$ cat config.mk
export PLATFORM = sky130hd
export DESIGN_NAME = execution_issue_arbiter
export DESIGN_NICKNAME = d
export VERILOG_FILES = /design/src/rtl/execution_issue_arbiter.sv
export SDC_FILE = /design/constraint.sdc
export NUM_CORES = 1
export LEC_CHECK = 0
export CORE_ASPECT_RATIO = 2
export CORE_MARGIN = 5
export CORE_UTILIZATION = 43
export CTS_BUF_LIST = sky130_fd_sc_hd__clkbuf_4
export DETAILED_ROUTE_END_ITERATION = 8
export PLACE_DENSITY = 0.89
export SYNTH_ARGS = -nofsm -noshare
export SYNTH_HDL_FRONTEND = slang
export SYNTH_SLANG_ARGS = --single-unit
$ cat constraint.sdc
create_clock -name clk -period 3.17 [get_ports clk]
set_clock_uncertainty 0.05 [all_clocks]
set_input_delay 0.634 -clock clk [delete_from_list [all_inputs] [get_ports clk]]
set_output_delay 0.634 -clock clk [all_outputs]
set_load 0.005 [all_outputs]
$ cat src/rtl/execution_issue_arbiter.sv
// Round-robin issue arbiter: picks one ready instruction queue per cycle and
// feeds a single registered issue slot into a shared execution unit, holding
// off further grants while a multicycle op occupies that unit.
module execution_issue_arbiter #(
  parameter int unsigned NUM_QUEUES    = 3,
  parameter int unsigned MULTI_LATENCY = 4,
  parameter int unsigned ENTRY_W       = 32
) (
  input  logic                            clk,
  input  logic                            rst,
  input  logic                            i_flush,
  input  logic [NUM_QUEUES-1:0]           i_want_to_execute,
  input  logic [NUM_QUEUES*ENTRY_W-1:0]   i_entry,
  input  logic [NUM_QUEUES-1:0]           i_multicycle,
  input  logic                            i_ex_ready,
  output logic [NUM_QUEUES-1:0]           o_take,
  output logic                            o_issue_valid,
  output logic [ENTRY_W-1:0]              o_issue_entry,
  output logic [$clog2(NUM_QUEUES)-1:0]   o_issue_queue,
  output logic                            o_busy,
  output logic [31:0]                     o_issue_count
);

  localparam int unsigned NQ     = NUM_QUEUES;
  localparam int unsigned QW     = $clog2(NUM_QUEUES);
  localparam int unsigned BUSY_W = 4;

  logic               issue_valid_q, issue_valid_d;
  logic [ENTRY_W-1:0] issue_entry_q, issue_entry_d;
  logic [QW-1:0]      issue_queue_q, issue_queue_d;
  logic [BUSY_W-1:0]  busy_cnt_q, busy_cnt_d;
  logic [QW-1:0]      rr_ptr_q, rr_ptr_d;
  logic [31:0]        issue_count_q, issue_count_d;

  logic               can_grant;
  logic               grant_found;
  logic [QW-1:0]      grant_idx;
  logic               consume;

  // (base + off) mod NUM_QUEUES, with off < NUM_QUEUES
  function automatic logic [QW-1:0] wrap_idx(input logic [QW-1:0] base,
                                             input int unsigned off);
    int unsigned s;
    s = 32'(base) + off;
    if (s >= NQ) s = s - NQ;
    return QW'(s);
  endfunction

  // Grant is allowed only when the slot can move, the unit is idle and no flush/reset
  assign can_grant = (!issue_valid_q || i_ex_ready) && (busy_cnt_q == '0) && !i_flush && !rst;
  assign consume   = issue_valid_q && i_ex_ready && !i_flush;

  // Round-robin search starting at rr_ptr; first requester wins
  always_comb begin
    grant_found = 1'b0;
    grant_idx   = '0;
    for (int unsigned i = 0; i < NQ; i++) begin
      if (!grant_found && can_grant && i_want_to_execute[wrap_idx(rr_ptr_q, i)]) begin
        grant_found = 1'b1;
        grant_idx   = wrap_idx(rr_ptr_q, i);
      end
    end
  end

  assign o_take = grant_found ? (NQ'(1) << grant_idx) : '0;

  // Next-state for the issue slot, occupancy counter, pointer and counter
  always_comb begin
    issue_valid_d = issue_valid_q;
    issue_entry_d = issue_entry_q;
    issue_queue_d = issue_queue_q;
    rr_ptr_d      = rr_ptr_q;
    issue_count_d = issue_count_q;
    busy_cnt_d    = (busy_cnt_q != '0) ? busy_cnt_q - BUSY_W'(1) : busy_cnt_q;

    if (consume) begin
      issue_count_d = issue_count_q + 32'd1;
      issue_valid_d = 1'b0;
    end

    if (grant_found) begin
      issue_valid_d = 1'b1;
      issue_entry_d = i_entry[32'(grant_idx)*ENTRY_W +: ENTRY_W];
      issue_queue_d = grant_idx;
      rr_ptr_d      = wrap_idx(grant_idx, 1);
      if (i_multicycle[grant_idx]) busy_cnt_d = BUSY_W'(MULTI_LATENCY);
    end

    if (i_flush) begin
      issue_valid_d = 1'b0;
      busy_cnt_d    = '0;
    end
  end

  // State registers with synchronous reset taking priority over everything
  always_ff @(posedge clk) begin
    if (rst) begin
      issue_valid_q <= 1'b0;
      issue_entry_q <= '0;
      issue_queue_q <= '0;
      busy_cnt_q    <= '0;
      rr_ptr_q      <= '0;
      issue_count_q <= '0;
    end else begin
      issue_valid_q <= issue_valid_d;
      issue_entry_q <= issue_entry_d;
      issue_queue_q <= issue_queue_d;
      busy_cnt_q    <= busy_cnt_d;
      rr_ptr_q      <= rr_ptr_d;
      issue_count_q <= issue_count_d;
    end
  end

  assign o_issue_valid = issue_valid_q;
  assign o_issue_entry = issue_entry_q;
  assign o_issue_queue = issue_queue_q;
  assign o_busy        = (busy_cnt_q != '0);
  assign o_issue_count = issue_count_q;

endmodule

==> reports/qor.csv <==
stage,metric,value,unit
outcome,status,finished clean,
sta,setup_slack,0.0410,ns
synthesis,synth_compound_area_share,20.3,%
placed_design,io_buffers,176,
critical_path,cp-end-kind,output pin,
power,irDropWorstVdd,0.000295,V
cells_and_area,multi_input_area,2200,sq um
drt,routed_wl,12600,microns
sta,tightest_slew,0.884,ns
global_route,grt_use_met3,5.40,%
synthesis,synth_xor_area_share,6.82,%
synthesis,syn_inst,443,
power,power_frac_comb,39.4,%
synthesis,ys_seq_elements,73,
floorplan,dieArea,11100,sq um
critical_path,startpoint_type,flip-flop,
cells_and_area,final_layout_size_suffix_gt1_share,17.1,%
critical_path,cp.arrival,2.44,ns
cells_and_area,fillers,693,
power,p_sw,908,uW
clock_network,numCtsBuffers,9,
drt,drc,0,
synthesis,synthFlopType,dfxtp_1,
cells_and_area,final_common_cell,clkdlybuf4s50_1,
global_route,grt_busiest_layer,met2,
global_route,grtUsageTotal,21.9,%
critical_path,crit_type,reg -> out,
placed_design,post_dp_cell_area,5740,sq um
power,power_switching_share,32.5,%
placed_design,gp_congestion,0.841,
power,p_int,1880,uW
clock_network,cts_tree,built,
synthesis,synth_seq_area_share,37.9,%
cells_and_area,final_nets,743,
clock_network,cts.clk_slew.worst_paths,0.12,ns
synthesis,netlist-cell-type-count,47,
global_route,grt_overflow_total,0,
synthesis,ys_warn_count,0,
synthesis,synth_nets,558,
global_route,antenna_found_initial,1,
power,power_leakage,0.00219,uW
drt,first_pass_iters,4,
critical_path,crit_fanout,4,
power,powerDensity,465,nW/um^2
floorplan,start_util,43.3,%
clock_network,clk_latency,0.45,ns
critical_path,required,2.49,ns
min_path,min_path_type,reg -> reg,
cells_and_area,syn2layout_area_growth,56.0,%
global_route,grt_pass1_wl,19400,microns
drt,vias,4056,
clock_network,clock-root-buffer,clkbuf_4,
clock_network,cts_sinks,73,
drt,wl_per_cell,17.1,microns
sta,fin_crit,3.13,ns
synthesis,synthMuxAreaShare,0.812,%
power,pwr-share-seq,39.4,%
power,pwr-share-clk,21.1,%
placed_design,place_ws,-0.264,ns
floorplan,num_io_pins,177,
synthesis,yosys.area_share.adder,2.92,%
synthesis,synthSimpleGateAreaFrac,24.6,%
floorplan,fp.dieW,76.9,microns
cells_and_area,final_cell_mix,"clkdlybuf4s50_1, nor2_1, dfxtp_1",
sta,timing.hold.ws,0.423,ns
sta,setup_viol,0,
synthesis,netlist_area,3850,sq um
clock_network,htreeDepth,3,
global_route,grt_max_degree,71,
global_route,grt.met1_usage,19.4,%
cells_and_area,final_cell_area,6010,sq um
job,drv_cap,0,
global_route,grt_pass1_vias,4207,
drt,ant_nets,0,
drt,first_iter_violations,217,
global_route,met2_usage,41.3,%
floorplan,core-area,8890,sq um
sta,fin_setup_tns,0,ns
synthesis,synth-edff-count,0,
cells_and_area,fin_cells,736,
sta,fin_crit_sh,98.7,%
floorplan,die_y,144,microns
clock_network,cts.path.max_buffers,2,
cells_and_area,regArea,1470,sq um
sta,fmax,320,MHz
synthesis,async_reset_ff_share,0,%
sta,slew_headroom,41.1,%
synthesis,synth_top_family_by_area,simple AND/OR/NAND/NOR gates,
synthesis,synth.avg_cell_area,8.70,sq um
placed_design,dp.cells,709,
sta,hold_violations,0,
placed_design,dp_hpwl,9310,microns
sta,drv_slew,0,
drt,viasPerCell,5.51,
floorplan,rows,49,
## cell families (layout without fill, tap and decap cells)
kind of cell / Yosys count / after routing
simple gates: 183 / 183
compound gates: 91 / 91
flops: 73 / 73
buf+inv: 54 / 244
xor+xnor: 30 / 30
fa+ha+maj: 9 / 9
mux: 3 / 3
other cells: 0 / 1
## synth_stat cells, drive strengths merged, types with 4 or more instances
cell	instances	area, sq um
a21oi	12	71.3
buf	15	109
clkbuf	18	67.6
dfxtp	73	1460
ha	9	113
inv	21	78.8
nand2	19	71.3
nand3	16	80.1
nand3b	34	259
nand4	6	37.5
nor2	74	278
nor3	10	50.1
o21ai	5	25.0
o22ai	33	206
o31ai	32	390
or3	4	26.3
xnor2	14	123
xor2	16	140
## power groups by stage
| stage | clock (uW) | sequential [uW] | combinational [uW] |
|---|---|---|---|
| after floorplan | 0 | 1120 | 530 |
| after detailed placement | 0 | 1120 | 1010 |
| after global placement | 0 | 1110 | 981 |
| after CTS | 614 | 1100 | 1070 |
| after global routing | 648 | 1110 | 1180 |
| final | 590 | 1100 | 1100 |
## what timing repair did
action                                  4_1_cts  5_1_grt
resized for setup                            20       12
pin swaps                                     3        4
endpoints found under the setup margin        3        3
cloned                                        0        0
hold buffers                                  0        0
buffers inserted                              8        2
## registers in the layout (all words and copies together), names as in the netlist
signal         flops
busy_cnt_q         4
o_issue_count     32
o_issue_queue      2
o_issue_valid      1
rr_ptr_q           2
o_issue_entry     32
## path summary, 6_finish.rpt
kind / cells past startpoint / from / endpoint / slack (ns)
worst max-delay path: 10 / busy_cnt_q[0]$_SDFF_PP0_ / o_take[2] / 0.04
worst min register to register: 2 / o_issue_queue[0]$_SDFFE_PP0N_ / o_issue_queue[0]$_SDFFE_PP0N_ / 0.42
worst max register to register: 12 / busy_cnt_q[0]$_SDFF_PP0_ / busy_cnt_q[1]$_SDFF_PP0_ / 0.26
worst min-delay path: 2 / o_issue_queue[0]$_SDFFE_PP0N_ / o_issue_queue[0]$_SDFFE_PP0N_ / 0.42
## per-stage QoR
step	total power [uW]	utilization, %
final	2790	67.6
after global routing	2940	67.6
after CTS	2780	67.1
after detailed placement	2130	64.5
after global placement	2090	64.5
after floorplan	1650	-
## routing by layer
| layer | share of wire, % | routed length (microns) | up-vias |
|---|---|---|---|
| met5 | 0 | 0 | - |
| met4 | 4.6 | 585 | 0 |
| met3 | 6.8 | 857 | 50 |
| met2 | 54 | 6860 | 187 |
| met1 | 34 | 4300 | 1881 |
| li1 | - | - | 1938 |
## critical path, stage by stage, from the launching register on
cell and delay (ns):
dfxtp_2 0.35, inv_2 0.08, ha_4 0.13, or3b_4 0.40
a211oi_4 0.24, or2b_4 0.32, inv_2 0.07, ha_2 0.18
inv_1 0.04, nor2_1 0.09, buf_2 0.12
## cell type report
type                    count  share of cell area (%)
diodes                      1                  0.0416
clock buffers               9                    1.12
clock inverters             7                    1.19
inverters                  21                    1.31
multi-input cells         316                    36.6
flip-flops and latches     73                    24.4
well taps                 102                    2.12
repair buffers            207                    33.2
No activity file was read; power rests on OpenSTA's default activity.
